`config.mk`:
```
export PLATFORM = sky130hd
export DESIGN_NAME = cnn_frame_controller
export DESIGN_NICKNAME = d
export VERILOG_FILES = /design/src/rtl/cnn_frame_controller.sv
export SDC_FILE = /design/constraint.sdc
export NUM_CORES = 1
export LEC_CHECK = 0
export BUFFER_PORTS_ARGS = -buffer_cell sky130_fd_sc_hd__buf_2
export CAP_MARGIN = 20
export CORE_UTILIZATION = 45
export CTS_CLUSTER_DIAMETER = 80
export DETAILED_ROUTE_END_ITERATION = 7
export HOLD_SLACK_MARGIN = 0.02
export PLACE_DENSITY = 0.77
export SLEW_MARGIN = 25
export SYNTH_ARGS = -nofsm -noshare
export SYNTH_HDL_FRONTEND = slang
export SYNTH_SLANG_ARGS = --single-unit
export TNS_END_PERCENT = 100
```
`constraint.sdc`:
```
create_clock -name clk -period 9.05 [get_ports clk]
set_clock_uncertainty 0.1 [all_clocks]
set_input_delay 0.905 -clock clk [delete_from_list [all_inputs] [get_ports clk]]
set_output_delay 0.905 -clock clk [all_outputs]
set_load 0.1 [all_outputs]
```
`src/rtl/cnn_frame_controller.sv`:
```
// cnn_frame_controller: streams one frame of IMAGE_WIDTH x IMAGE_HEIGHT pixels into a CNN
// pipeline, gates the CNN clock enable so no result is ever dropped, buffers results in a
// small first-word-fall-through FIFO, flushes the pipeline after the last pixel and flags
// missing (timeout) or extra results.
//
// Ports:
//   clk, reset          clock, synchronous active-high reset
//   start               begin a frame (honoured in IDLE or ERROR only)
//   s_data/s_valid/s_ready          input pixel stream
//   cnn_clk_en/cnn_data             CNN clock enable and pixel to the CNN
//   cnn_result/cnn_valid            CNN output
//   m_data/m_valid/m_ready/m_last   result stream to the sink, m_last marks final result
//   busy                state is FEED or FLUSH
//   done                one-cycle pulse on frame completion
//   err_count           sticky: an extra result was received
//   err_timeout         sticky: flush timed out waiting for results
module cnn_frame_controller #(
   parameter int unsigned I_WIDTH             = 8,
   parameter int unsigned CHANNELS_IN         = 3,
   parameter int unsigned O_WIDTH             = 16,
   parameter int unsigned CHANNELS_OUT        = 5,
   parameter int unsigned IMAGE_WIDTH         = 64,
   parameter int unsigned IMAGE_HEIGHT        = 32,
   parameter int unsigned TOTAL_OUTPUT_PIXELS = 1680,
   parameter int unsigned FIFO_DEPTH          = 4,
   parameter int unsigned TIMEOUT_CYCLES      = 200000
) (
   input  logic                             clk,
   input  logic                             reset,
   input  logic                             start,
   input  logic [I_WIDTH*CHANNELS_IN-1:0]   s_data,
   input  logic                             s_valid,
   output logic                             s_ready,
   output logic                             cnn_clk_en,
   output logic [I_WIDTH*CHANNELS_IN-1:0]   cnn_data,
   input  logic [O_WIDTH*CHANNELS_OUT-1:0]  cnn_result,
   input  logic                             cnn_valid,
   output logic [O_WIDTH*CHANNELS_OUT-1:0]  m_data,
   output logic                             m_valid,
   input  logic                             m_ready,
   output logic                             m_last,
   output logic                             busy,
   output logic                             done,
   output logic                             err_count,
   output logic                             err_timeout
);

   localparam int unsigned PIXELS = IMAGE_WIDTH * IMAGE_HEIGHT;
   localparam int unsigned IN_CW  = $clog2(PIXELS + 1);
   localparam int unsigned OUT_CW = $clog2(TOTAL_OUTPUT_PIXELS + 1);
   localparam int unsigned PW     = $clog2(FIFO_DEPTH);
   localparam int unsigned CW     = $clog2(FIFO_DEPTH + 1);
   localparam int unsigned DW     = O_WIDTH * CHANNELS_OUT;
   localparam int unsigned IW     = I_WIDTH * CHANNELS_IN;

   typedef enum logic [2:0] {StIdle, StFeed, StFlush, StDone, StError} state_t;

   state_t              state_q, state_d;
   logic [IN_CW-1:0]    in_count_q;
   logic [OUT_CW-1:0]   out_count_q;
   logic [31:0]         timer_q;
   logic                err_count_q, err_timeout_q;

   // Each entry carries the result plus its frame-last flag in the MSB.
   logic [DW:0]         mem [FIFO_DEPTH];
   logic [PW-1:0]       wr_ptr_q, rd_ptr_q;
   logic [CW-1:0]       fifo_cnt_q;

   logic fifo_full, fifo_empty;
   logic accept, capture, room, push, pop, extra;
   logic last_in, timer_exp, start_ok, push_last;

   assign fifo_full  = (fifo_cnt_q == CW'(FIFO_DEPTH));
   assign fifo_empty = (fifo_cnt_q == '0);

   // Pixel-side handshake and CNN gating; fifo_full blocks the CNN even on a same-cycle pop.
   always_comb begin
      s_ready    = 1'b0;
      cnn_clk_en = 1'b0;
      cnn_data   = '0;
      case (state_q)
         StFeed: begin
            s_ready    = !fifo_full;
            cnn_clk_en = s_valid && !fifo_full;
            cnn_data   = s_data;
         end
         StFlush: cnn_clk_en = !fifo_full;
         default: ;
      endcase
   end

   assign accept    = s_valid && s_ready;
   assign capture   = cnn_clk_en && cnn_valid;
   assign room      = (out_count_q < OUT_CW'(TOTAL_OUTPUT_PIXELS));
   assign push      = capture && room;
   assign extra     = capture && !room;
   assign pop       = m_valid && m_ready;
   assign push_last = (out_count_q == OUT_CW'(TOTAL_OUTPUT_PIXELS - 1));
   assign last_in   = (in_count_q == IN_CW'(PIXELS - 1));
   assign timer_exp = (timer_q == 32'(TIMEOUT_CYCLES - 1));
   assign start_ok  = start && ((state_q == StIdle) || (state_q == StError));

   always_comb begin
      state_d = state_q;
      case (state_q)
         StIdle:  if (start) state_d = StFeed;
         StFeed: begin
            if (extra)                 state_d = StError;
            else if (accept && last_in) state_d = StFlush;
         end
         StFlush: begin
            if (extra) state_d = StError;
            else if ((out_count_q == OUT_CW'(TOTAL_OUTPUT_PIXELS)) && fifo_empty)
               state_d = StDone;
            else if (!capture && timer_exp) state_d = StError;
         end
         StDone:  state_d = StIdle;
         StError: if (start) state_d = StFeed;
         default: state_d = StIdle;
      endcase
   end

   always_ff @(posedge clk) begin
      if (reset) begin
         state_q       <= StIdle;
         in_count_q    <= '0;
         out_count_q   <= '0;
         timer_q       <= '0;
         err_count_q   <= 1'b0;
         err_timeout_q <= 1'b0;
         wr_ptr_q      <= '0;
         rd_ptr_q      <= '0;
         fifo_cnt_q    <= '0;
      end else begin
         state_q <= state_d;
         if (start_ok) begin
            in_count_q    <= '0;
            out_count_q   <= '0;
            timer_q       <= '0;
            err_count_q   <= 1'b0;
            err_timeout_q <= 1'b0;
            wr_ptr_q      <= '0;
            rd_ptr_q      <= '0;
            fifo_cnt_q    <= '0;
         end else begin
            if (accept) in_count_q <= in_count_q + 1'b1;
            if (push) begin
               out_count_q <= out_count_q + 1'b1;
               wr_ptr_q    <= wr_ptr_q + 1'b1;
            end
            // Pops stay enabled in ERROR so the sink can drain results already buffered.
            if (pop) rd_ptr_q <= rd_ptr_q + 1'b1;
            case ({push, pop})
               2'b10:   fifo_cnt_q <= fifo_cnt_q + 1'b1;
               2'b01:   fifo_cnt_q <= fifo_cnt_q - 1'b1;
               default: ;
            endcase
            if (capture)                 timer_q <= '0;
            else if (state_q == StFlush) timer_q <= timer_q + 32'd1;
            if (extra) err_count_q <= 1'b1;
            if ((state_q == StFlush) && !capture && timer_exp) err_timeout_q <= 1'b1;
         end
      end
   end

   // Storage array needs no reset; validity is tracked by fifo_cnt_q.
   always_ff @(posedge clk) begin
      if (push) mem[wr_ptr_q] <= {push_last, cnn_result};
   end

   assign m_valid     = !fifo_empty;
   assign m_data      = m_valid ? mem[rd_ptr_q][DW-1:0] : '0;
   assign m_last      = m_valid && mem[rd_ptr_q][DW];
   assign busy        = (state_q == StFeed) || (state_q == StFlush);
   assign done        = (state_q == StDone);
   assign err_count   = err_count_q;
   assign err_timeout = err_timeout_q;

   logic unused_iw;
   assign unused_iw = ^IW;

endmodule

```
-- Yosys cells after proc, flatten, opt, wreduce, memory -nomap -nowiden
Memories as Yosys holds them, arrays and structs flattened. A register that Yosys moved wholly into a read port is not among the register bits.
Cells that the tools add are included.
- mux-type cells: 16
- $lt $le $gt $ge: 1
- eq/ne operators: 14
- reductions and logical operators: 26
- $add $sub $neg: 7
- operator list (kind ; count):
    80-bit two-way mux ; 1
    32-bit by 1-bit adder with 32-bit output (second input constant) ; 1
    32-bit by 18-bit == test with 1-bit output (second input constant) ; 1
    24-bit two-way mux ; 1
    11-bit == test (second input constant) ; 2
    3-bit two-way mux ; 6
    1-bit logical AND ; 13
    12-bit by 1-bit adder with 12-bit output (second input constant) ; 1
    12-bit by 11-bit == test with 1-bit output (second input constant) ; 1
    11-bit by 1-bit adder with 11-bit output (second input constant) ; 1
    11-bit < comparator (second input constant) ; 1
    3-bit case mux with 3 select lines ; 1
    3-bit by 2-bit == test with 1-bit output (second input constant) ; 2
    3-bit == test (second input constant) ; 2
    3-bit zero test ; 2
    3-bit case mux with 2 select lines ; 1
    2-bit by 1-bit adder with 2-bit output (second input constant) ; 2
    1-bit zero test ; 4
    2-bit two-way mux ; 2
    4-bit inequality test (second input constant) ; 1
    2-bit OR reduction ; 2
    3-bit by 1-bit adder with 3-bit output (second input constant) ; 1
    3-bit by 1-bit == test with 1-bit output (second input constant) ; 1
    1-bit two-way mux ; 3
    other kinds (10) ; 11
- memories kept: 1
- logic and storage cells: 74
- output and inout port bits: 112
- input port bits: 110
- register bits after elaboration: 67
- memory bits (writable): 324
- memories (memory ; words ; width ; read ports ; clocked after memory_dff ; wr ports ; RTL line ; RTL):
    mem ; 4 ; 81 ; 1 ; 1 ; 1 ; 65 ; logic [DW:0] mem [FIFO_DEPTH];

-- Longest topological paths before layout
Gate-level depths: netlist of run 1.
- word-level depth: 11
- gate-level depth with buffers: 11
- mapped depth without buffers: 10

-- Worst setup path before layout of run 1
OpenSTA, ideal clock, no wires.
- path kind: in2reg
- start: in s_valid
- end: mem mem[0][0] (netlist bit), enable pin
- arrival: 3.858 ns
- required time: 8.501 ns
- setup slack: 4.644 ns
- setup time: 0.449 ns
- stages: 4
- buffers on the path: 1
- cells stage by stage: nand3b_1 -> a2111oi_1 -> clkbuf_1 -> and3_1
- cells in the longest elaborated chain, start to end: 6
- ends and longest elaborated chain (element ; RTL line ; RTL):
    start, declared ; 32 ; input logic s_valid,
    1-bit logical AND ; 84 ; cnn_clk_en = s_valid && !fifo_full;
    1-bit case mux with 2 select lines ; 81 ; case (state_q)
    1-bit logical AND ; 93 ; assign capture = cnn_clk_en && cnn_valid;
    1-bit logical AND ; 95 ; assign push = capture && room;
    1-bit two-way mux ; 168 ; if (push) mem[wr_ptr_q] <= {push_last, cnn_result};
    1-bit two-way mux (not written as such) ; 168 ;
    end, declared ; 65 ;
No other way between the ends.

==> qor.csv, run 1 <==
stage,metric,value,unit
routing,drt-pass1-iter-count,4,
synth,synth_cell_types,52,
global_routing,grt_pass1_wl,49.25,mm
run_status,outcome,completed,
place,dp_hpwl,19.10,mm
clock_network,cts_tree,built,
die,die_w,188.8,um
worst_setup_path,rr_startpoint,state_q[0]$_SDFFE_PP0P_,
layout,fillCellCount,2700,
synth,yosys-top-cells-area,"edfxtp_1 (62%), mux4_2 (12%), dfxtp_1 (8.8%), and2_1 (4.3%), xor2_1 (1.6%)",
clock_network,clkSinkCount,393,
die,fp-row-count,68,
pwr,seqPwrFrac,45.7,%
worst_setup_path,worstSetupPathType,flip-flop to primary output,
synth,netlist_instances,933,
pwr,combPwrFrac,14.7,%
pwr,sw_frac_of_total,26.97,%
layout,multi_input_area,0.004390,sq mm
worst_setup_path,critPathSlowestCell,buf_4,
clock_network,clkLatencyLatePin,0.52,ns
synth,synth_warnings,0,
clock_network,clk_pin_slew,0.06,ns
pwr,cellLeakagePower,6.573,nW
clock_network,cts_root_buf,clkbuf_16,
die,core_area,0.03446,sq mm
synth,synth_flop_cell,edfxtp_1,
pwr,worst_ir_drop_vdd,0.0001408,V
worst_setup_path,startpoint_type,flip-flop,
die,die-area,0.03563,sq mm
clock_network,cts_hold_buffers,0,
layout,layout.nets,1285,
synth,synthMostInstantiatedCell,edfxtp_1,
worst_setup_path,cp_max_fo,35,
timing,final_hold_viol_count,0,
global_routing,grt_max_degree,66,
clock_network,clockBufferDepth,3,
worst_setup_path,worstSetupPathDepth,4,
timing,slew_headroom,37.14,%
synth,ys_ff_latch,393,
pwr,internal_power,3.222,mW
clock_network,ctsResizeCount,0,
place,portBuffers,221,
worst_setup_path,slowest_delay,0.67,ns
worst_setup_path,cp_top_family,buffers and inverters,
worst_setup_path,r2r_end,mem[3][74]$_DFFE_PP_,
routing,num_vias,8903,
pwr,netSwitchingPower,1.190,mW
pwr,fin_total_pwr,4.411,mW
worst_setup_path,crit_end,m_data[49],
layout,drive_gt1_share,32.92,%
timing,slew_viol_final,0,
synth,ys_async_sr_fraction,0,%
routing,avgRoutedWirePerCell,19.09,um
synth,synth.largest_area_cell,edfxtp_1,
global_routing,grt_use_total,17.68,%
die,fp.dieH,188.8,um
timing,layout_min_cycle_time,3.904,ns
global_routing,antenna_found_initial,2,
worst_setup_path,critPathArrivalTime,2.90,ns
run,cap_violations,0,
worst_setup_path,cp.buffers_inverters,2,
synth,yosysTopAreaCellShare,61.99,%
synth,synth_commonest_cells,"edfxtp_1 (324), and2_1 (107), mux4_2 (81)",
clock_network,cts-buffers-inserted,40,
timing,setup_tns,0,ns
place,place_ws,5.102,ns
timing,fin_crit_sh,43.14,%
synth,synth_area,0.01570,sq mm
global_routing,grt_pass1_vias,8858,
synth,synth-edff-count,324,
worst_setup_path,r2r_cells,5,
worst_hold_path,min_path_type,flip-flop to flip-flop,
worst_setup_path,crit_chain,buf_4 > mux4_2 > and2_1 > buf_2,
routing,drc,0,
synth,seq_area_frac_synth,70.79,%
routing,dr.first_iter.drc_count,644,
die,io_pins,222,
routing,wl,31.57,mm
pwr,p_clk_share,39.7,%
pwr,p_per_area,235.0,mW/mm^2
timing,fmax,256.2,MHz
clock_network,post_cts_buffers,0,
die,initial_utilization,45.55,%
global_routing,grt-ovfl-total,0,
timing,grt_setup_unrepaired,no,
worst_setup_path,reg2reg_slack,5.92,ns
timing,worst_pin_slew,0.9428,ns
synth,syn_nets,1053,
layout,syn_to_final_growth,19.63,%
routing,via_per_inst,5.383,
synth,avgSynthCellArea,16.82,sq um
timing,worst_slack,5.146,ns
clock_network,htreeDepth,2,
worst_setup_path,worst_setup_path_end_kind,primary output,
routing,ant_nets,0,
place,gp_congestion,0.7548,
layout,regArea,0.01112,sq mm
timing,setup_viol,0,
worst_setup_path,worst_ep_required_time,8.05,ns
==> flip-flops by register name (all words and copies together), names as in the netlist, named ones only <==
| register | count |
|---|---|
| mem | 324 |
| timer_q | 32 |
| out_count_q | 11 |
| err_timeout | 1 |
| rd_ptr_q | 2 |
| err_count | 1 |
| fifo_cnt_q | 3 |
| in_count_q | 12 |
| wr_ptr_q | 2 |
| state_q | 3 |
==> power by group through the flow <==
stage	clock network (mW)	registers (mW)	logic (mW)
2_1_floorplan	0	2.05	0.525
3_3_place_gp	0	2.05	0.639
3_5_place_dp	0	2.06	0.644
4_1_cts	1.79	2.02	0.647
5_1_grt	1.86	2.02	0.675
6_report	1.75	2.01	0.647
==> cells in the final DEF (no fill, tap or decap), types with 12 or more instances in the layout <==
cell	n
o21ai_0	12
clkbuf_16	41
mux4_2	81
nand2_1	22
nand4_1	16
xor2_1	28
and2_1	107
nand3_1	15
buf_2	221
xnor2_1	16
nor2_1	62
a21oi_1	21
edfxtp_1	324
inv_1	16
dfxtp_1	67
and3_1	13
==> kinds of logic (layout without fill, tap and decap cells) <==
kind of cell	Yosys count	after routing	share of synthesized area, %
buf+inv	58	322	1.451
flops	393	393	70.79
xor+xnor	44	44	2.455
fa+ha+maj	10	10	0.8450
compound gates	46	46	1.754
other cells	0	2	0
simple gates	300	300	11.02
mux	82	82	11.69
==> worst min-delay path by stage <==
stage                                   startpoint                  endpoint  slack, ns  cells after the start
after floorplan           timer_q[31]$_SDFFE_PP0N_  timer_q[31]$_SDFFE_PP0N_       0.35                      2
after global placement    err_timeout$_SDFFE_PP0P_  err_timeout$_SDFFE_PP0P_       0.36                      2
after detailed placement   timer_q[1]$_SDFFE_PP0N_   timer_q[1]$_SDFFE_PP0N_       0.38                      2
after CTS                  timer_q[1]$_SDFFE_PP0N_   timer_q[1]$_SDFFE_PP0N_       0.38                      2
after global routing        err_count$_SDFFE_PP0P_    err_count$_SDFFE_PP0P_       0.41                      2
final                      timer_q[1]$_SDFFE_PP0N_   timer_q[1]$_SDFFE_PP0N_       0.38                      2
==> worst min-delay path, delay by kind of cell (launching register included) <==
family          cells  cell delay, ns
compound gates      1            0.05
flops               1            0.32
simple gates        1            0.06
==> cell type report <==
type	count	area share [%]
Antenna cell	2	0.02666
Timing Repair Buffer	232	6.437
Tap cell	455	3.032
Clock inverter	21	1.719
Multi-Input combinational cell	482	23.38
Sequential cell	393	59.22
Clock buffer	53	5.864
Inverter	16	0.3199
==> per-layer routing <==
| layer | vias up | global-route usage (%) | share of wire (%) |
|---|---|---|---|
| met2 | 334 | 29.60 | 49 |
| met5 | - | 0 | 0.076 |
| li1 | 4052 | - | - |
| met3 | 49 | 3.110 | 7.2 |
| met4 | 4 | 4.063 | 1.5 |
| met1 | 4464 | 24.16 | 43 |
==> metrics by stage <==
stage	instances	instance area (sq um)	utilization, %	hold slack, ns
final	1654	18780	54.49	0.3815
after global routing	1652	18770	54.47	0.4120
after CTS	1651	18740	54.37	0.3841
after detailed placement	1577	17310	50.24	0.3764
after global placement	1577	17310	50.24	0.3559
after floorplan	933	15700	-	0.3472
Note: power is estimated with default switching activity, not from simulation.
==> run 2, diff against run 1 <==
- PLACE_DENSITY: 0.77 -> 0.8
- clock period: 9.05 -> 3.5 ns (I/O delays scaled with it)
==> run 2 against run 1 <==
  * Clock power increased by 130%
  * Flip-flop and latch count unchanged
  * Routed wire length up 2.9%
  * Non-clock buffer count grew 92
  * Highest routed layer is now met4
  * Critical path type is now flip-flop to flip-flop
  * Critical endpoint is now fifo_cnt_q[2]$_SDFFE_PP0P_
  * Via count is 3.9% higher
  * Largest power group unchanged
  * Cell count increased by 5.4%
  * Critical path depth increased by 6
  * Combinational power increased to 2.8 times the previous value
  * Die area unchanged
  * Sequential share of layout area fell by 2.4 points
  * Count of clock-buffer cells in the layout up 4
==> qor.csv, run 2 (synthesized netlist as in run 1, its figures left out) <==
stage,metric,value,unit,change
run_status,outcome,completed,,
clock_network,cts_root_buf,clkbuf_16,,
pwr,worst_ir_drop_vdd,0.0003123,V,+120%
clock_network,cts_tree,built,,
worst_setup_path,crit_chain,nor3b_1 > a2111o_1 > nor2_1 > inv_1 > ha_1 > inv_1 > fa_1 > xor2_1 > or3_1 > a21oi_1,,
routing,dr.first_iter.drc_count,540,,-16%
die,die_w,188.8,um,unchanged
timing,fmax,323.4,MHz,
layout,syn_to_final_growth,24.66,%,
timing,layout_min_cycle_time,3.092,ns,
clock_network,clockBufferDepth,3,,unchanged
timing,fin_crit_sh,88.34,%,
pwr,seqPwrFrac,47.6,%,+1.9 points
layout,diodes,0,,-2
routing,drt-pass1-iter-count,5,,+1
worst_setup_path,critPathArrivalTime,3.45,ns,+0.55 ns
pwr,p_per_area,559.1,mW/mm^2,+140%
die,core_area,0.03446,sq mm,unchanged
worst_setup_path,worst_ep_required_time,3.86,ns,-4.19 ns
layout,final_util,56.78,%,+2.3 points
global_routing,grt_pass1_vias,9531,,+7.6%
timing,final_hold_viol_count,0,,unchanged
place,dpl_cell_area,0.01754,sq mm,+1.3%
pwr,netSwitchingPower,3.085,mW,+160%
worst_setup_path,worst_setup_path_end_kind,flip-flop,,
clock_network,clk_pin_slew,0.06,ns,about the same
layout,drive_gt1_share,30.57,%,-2.3 points
timing,slew_viol_final,0,,unchanged
pwr,cellLeakagePower,6.896,nW,+4.9%
timing,slew_headroom,32.20,%,-4.9 points
die,initial_utilization,45.55,%,unchanged
layout,fin_cells,1744,,+5.4%
pwr,internal_power,7.854,mW,+140%
timing,whs,0.1840,ns,-0.1975 ns
pwr,fin_total_pwr,10.94,mW,+150%
clock_network,clkSinkCount,393,,unchanged
routing,ant_nets,0,,unchanged
timing,setup_tns,0,ns,unchanged
die,fp.dieH,188.8,um,unchanged
clock_network,cts-buffers-inserted,40,,unchanged
worst_setup_path,startpoint_type,flip-flop,,
worst_setup_path,worstSetupPathType,flip-flop to flip-flop,,
routing,wl,32.49,mm,+2.9%
timing,worst_pin_slew,1.008,ns,+0.06482 ns
worst_hold_path,min_path_type,input port to flip-flop,,
layout,layout.nets,1377,,+7.2%
layout,final_common_cell,edfxtp_1,,
pwr,p_clk_share,36.1,%,-3.6 points
clock_network,ctsResizeCount,0,,unchanged
routing,drc,0,,unchanged
pwr,combPwrFrac,16.3,%,+1.6 points
place,dp_cells,1589,,+0.76%
layout,layout_common_cells,"edfxtp_1 (324), buf_2 (221), and2_1 (107)",,
layout,fillCellCount,2629,,-2.6%
worst_setup_path,cp_max_fo,8,,-77%
layout,largest_register_ff_count,324,,unchanged
die,io_pins,222,,unchanged
global_routing,grt_pass1_wl,50.12,mm,+1.8%
die,die-area,0.03563,sq mm,unchanged
layout,fin_area,0.01957,sq mm,+4.2%
global_routing,antenna_found_initial,0,,-2
routing,via_per_inst,5.303,,-1.5%
layout,regMostFlops,mem,,
routing,num_vias,9249,,+3.9%
global_routing,grt-ovfl-total,0,,unchanged
clock_network,htreeDepth,2,,unchanged
pwr,sw_frac_of_total,28.20,%,+1.2 points
die,fp-row-count,68,,unchanged
place,place_ws,0.4392,ns,-4.662 ns
worst_setup_path,slowest_delay,0.70,ns,+0.03 ns
routing,avgRoutedWirePerCell,18.63,um,-2.4%
timing,grt_setup_unrepaired,no,,
timing,setup_viol,0,,unchanged
timing,worst_slack,0.4080,ns,-4.738 ns
clock_network,clkLatencyLatePin,0.53,ns,about the same
run,cap_violations,0,,unchanged
place,gp_congestion,0.7799,,+3.3%
global_routing,grt_max_degree,82,,+24%
place,dp_hpwl,19.43,mm,+1.7%
worst_setup_path,critPathSlowestCell,nor3b_1,,
global_routing,grt_use_total,18.22,%,+0.53 points
place,portBuffers,221,,unchanged
worst_setup_path,cp_common_cell,inv_1,,
layout,top_regs,"mem x324, timer_q x32, in_count_q x12",,
## run 2: metal layers
metal | vias to the layer above | routed length, um | share of wire, % | GRT usage (%)
met5 | - | 0 | 0 | 0
met4 | 0 | 849 | 2.6 | 6.793
met3 | 62 | 1951 | 6.0 | 3.557
met2 | 330 | 16770 | 52 | 31.90
met1 | 4624 | 12910 | 40 | 22.29
li1 | 4233 | - | - | -
## run 2: timing repair
| item | in CTS | in global routing |
|---|---|---|
| hold buffers | 81 | 0 |
| endpoints found under the hold margin | 322 | 0 |
| setup buffers | 0 | 0 |
## run 2: layout make-up
cell class,count,area [sq um],area share (%)
Timing Repair Buffer,324,2220,11.34
Clock buffer,57,1096,5.602
Tap cell,455,569.3,2.910
Sequential cell,393,11120,56.83
Multi-Input combinational cell,482,4383,22.40
Inverter,16,60.06,0.3070
Clock inverter,17,118.9,0.6075
## run 2: power groups by stage
stage          combinational (mW)  sequential (mW)  clock [mW]
3_3_place_gp                 1.69             5.29           0
5_1_grt                      1.86             5.21        4.21
3_5_place_dp                 1.71             5.30           0
2_1_floorplan                1.36             5.29           0
6_report                     1.79             5.20        3.95
4_1_cts                      1.79             5.20        4.03
## run 2: path summary, 6_finish.rpt
path                               from                         end  slack (ns)  cells after the start
max reg2reg  fifo_cnt_q[2]$_SDFFE_PP0P_  fifo_cnt_q[2]$_SDFFE_PP0P_        0.41                     10
max          fifo_cnt_q[2]$_SDFFE_PP0P_  fifo_cnt_q[2]$_SDFFE_PP0P_        0.41                     10
min reg2reg    err_timeout$_SDFFE_PP0P_    err_timeout$_SDFFE_PP0P_        0.37                      2
min                               start     state_q[2]$_SDFFE_PP0P_        0.18                      4
## run 2: critical path: cells and delay by family, from the launching register on
kind            cells  cell delay, ns
compound gates      2            0.52
xor+xnor            1            0.16
fa+ha+maj           2            0.56
buf+inv             2            0.15
flops               1            0.36
simple gates        3            1.17
==> run 3, diff against run 2 <==
- CORE_UTILIZATION: 45 -> 52
- PLACE_DENSITY: 0.8 -> 0.88
- REMOVE_ABC_BUFFERS: not set -> 1
==> run 3 against run 2 <==
  * Setup slack improved by 0.024 ns
  * Routed wire length grew 2.2%
  * Die area fell by 13%
  * Via count grew 0.58%
  * Sequential share of layout area grew 0.34 points
  * First-iteration DRC count increased by 37%
  * Register-to-register slack improved by 0.02 ns
  * Critical endpoint unchanged
  * Highest routed layer unchanged
==> qor.csv, run 3 (synthesized netlist as in run 1, its figures left out) <==
stage,metric,value,unit,change
pwr,cellLeakagePower,6.865,nW,-0.45%
timing,fmax,326.0,MHz,+0.79%
die,fp.dieH,175.7,um,-6.9%
worst_setup_path,cp_max_fo,8,,unchanged
pwr,worst_ir_drop_vdd,0.0005130,V,+64%
die,die_w,175.7,um,-6.9%
pwr,fin_total_pwr,10.91,mW,-0.28%
clock_network,cts_tree,built,,
global_routing,grt_use_total,21.57,%,+3.4 points
routing,num_vias,9303,,+0.58%
timing,setup_viol,0,,unchanged
die,fp-row-count,63,,-7.4%
clock_network,clkSinkCount,393,,unchanged
clock_network,htreeDepth,2,,unchanged
routing,drc,0,,unchanged
global_routing,grt_pass1_wl,51.27,mm,+2.3%
timing,slew_headroom,40.07,%,+7.9 points
clock_network,clkLatencyLatePin,0.51,ns,-0.02 ns
layout,top_regs,"mem x324, timer_q x32, in_count_q x12",,
worst_setup_path,worstSetupPathType,flip-flop to flip-flop,,
layout,multi_input_area,0.004378,sq mm,-0.11%
timing,fin_crit_sh,87.65,%,-0.70 points
worst_hold_path,min_path_type,input port to flip-flop,,
layout,syn_to_final_growth,23.91,%,
run,cap_violations,0,,unchanged
clock_network,clockBufferDepth,3,,unchanged
worst_setup_path,crit_chain,nor3b_1 > a2111o_1 > nor2_1 > inv_1 > ha_1 > inv_1 > fa_1 > xor2_1 > or3_1 > a21oi_1,,
place,place_ws,0.4864,ns,+0.04725 ns
worst_setup_path,startpoint_type,flip-flop,,
worst_setup_path,worst_ep_required_time,3.84,ns,-0.02 ns
worst_setup_path,slowest_delay,0.65,ns,-0.05 ns
clock_network,cts-buffers-inserted,40,,unchanged
routing,via_per_inst,5.557,,+4.8%
routing,ant_nets,0,,unchanged
routing,wl,33.21,mm,+2.2%
global_routing,grt_pass1_vias,9467,,-0.67%
layout,final_common_cell,edfxtp_1,,
die,initial_utilization,52.96,%,+7.4 points
die,io_pins,222,,unchanged
layout,layout_common_cells,"edfxtp_1 (324), buf_2 (221), and2_1 (107)",,
timing,slew_viol_final,0,,unchanged
layout,regArea,0.01112,sq mm,unchanged
routing,drt-pass1-iter-count,4,,-1
place,portBuffers,221,,unchanged
layout,fillCellCount,2035,,-23%
clock_network,post_cts_buffers,0,,unchanged
layout,regMostFlops,mem,,
layout,layout.nets,1373,,-0.29%
die,die-area,0.03088,sq mm,-13%
die,core_area,0.02964,sq mm,-14%
global_routing,grtUsageMet2,37.83,%,+5.9 points
global_routing,use_met1,27.55,%,+5.3 points
worst_setup_path,cp_common_cell,inv_1,,
routing,avgRoutedWirePerCell,19.84,um,+6.5%
timing,setup_tns,0,ns,unchanged
global_routing,grt-ovfl-total,0,,unchanged
layout,largest_register_ff_count,324,,unchanged
global_routing,busiest_layer,met2,,
timing,worst_slack,0.4324,ns,+0.02437 ns
worst_setup_path,worst_setup_path_end_kind,flip-flop,,
timing,final_hold_viol_count,0,,unchanged
pwr,p_per_area,560.9,mW/mm^2,+0.32%
global_routing,grt_use_met3,4.264,%,+0.71 points
worst_setup_path,critPathArrivalTime,3.41,ns,-0.04 ns
routing,dr.first_iter.drc_count,738,,+37%
worst_setup_path,critPathSlowestCell,nor3b_1,,
clock_network,cts_root_buf,clkbuf_16,,
place,gp_congestion,0.8604,,+10%
place,dp_hpwl,19.25,mm,-0.93%
layout,drive_gt1_share,30.32,%,-0.25 points
timing,layout_min_cycle_time,3.068,ns,-0.02437 ns
timing,grt_setup_unrepaired,no,,
global_routing,antenna_found_initial,1,,+1
global_routing,grt_max_degree,82,,unchanged
clock_network,clk_pin_slew,0.06,ns,about the same
run_status,outcome,completed,,
timing,worst_pin_slew,0.8908,ns,-0.1169 ns
==> run 3: cell count changes in the layout (fill, tap and decap cells not counted) <==
cell	delta
a2111oi_2	-1
bufinv_16	-1
clkinvlp_4	+2
a2111oi_1	+1
clkinv_2	-1
clkinv_1	+2
clkinv_4	-2
clkbuf_1	-4
diode_2	+1
clkinv_8	+1
buf_4	-4
clkbuf_16	+1
==> run 3: worst max-delay path: cells and delay by family, from the launching register on <==
kind | cells | cell delay, ns
AO/OA/AOI/OAI | 2 | 0.52
XOR/XNOR | 1 | 0.16
adder cells (fa/ha/maj) | 2 | 0.57
flip-flops | 1 | 0.36
buffers and inverters | 2 | 0.15
AND/OR/NAND/NOR | 3 | 1.13
==> run 3: worst paths after layout <==
check,cells after the start,slack [ns],to,from
setup reg to reg,10,0.43,fifo_cnt_q[2]$_SDFFE_PP0P_,fifo_cnt_q[2]$_SDFFE_PP0P_
setup / recovery,10,0.43,fifo_cnt_q[2]$_SDFFE_PP0P_,fifo_cnt_q[2]$_SDFFE_PP0P_
hold / removal,4,0.22,state_q[2]$_SDFFE_PP0P_,start
hold reg to reg,2,0.37,err_count$_SDFFE_PP0P_,err_count$_SDFFE_PP0P_
==> run 3: report_power, final <==
part | total, mW | switching [mW] | leakage, nW | internal (mW)
Clock | 3.92 | 1.69 | 0.588 | 2.23
Combinational | 1.78 | 1.36 | 2.80 | 0.420
Sequential | 5.21 | 0.0438 | 3.48 | 5.16
==> run 3: per-stage QoR <==
stage / cell area (sq um) / hold WS, ns / std cells / utilization (%)
after floorplan: 15530 / 0.3331 / 891 / -
after global placement: 17420 / 0.3522 / 1520 / 58.79
after detailed placement: 17420 / 0.3545 / 1520 / 58.79
after CTS: 19440 / 0.2025 / 1673 / 65.61
after global routing: 19450 / 0.2727 / 1674 / 65.62
final: 19450 / 0.2203 / 1674 / 65.62
==> run 3: repair_timing <==
| item | in CTS | in global routing |
|---|---|---|
| endpoints found under the hold margin | 322 | 0 |
| endpoints found under the setup margin | 0 | 0 |
| resized for setup | 0 | 0 |
| hold buffers | 81 | 0 |
==> run 3: cell type report <==
class | instances | area share [%]
sequential | 393 | 57.17
multi-input combinational | 482 | 22.51
timing repair buffer | 320 | 11.26
clock buffer | 54 | 5.687
tap | 390 | 2.509
clock inverter | 18 | 0.5404
inverter | 16 | 0.3088
antenna | 1 | 0.01287
==> run 3: layer usage <==
layer	vias up	wire [um]
li1	4220	-
met1	4668	13360
met2	369	17000
met3	46	2275
met4	0	566
met5	-	0
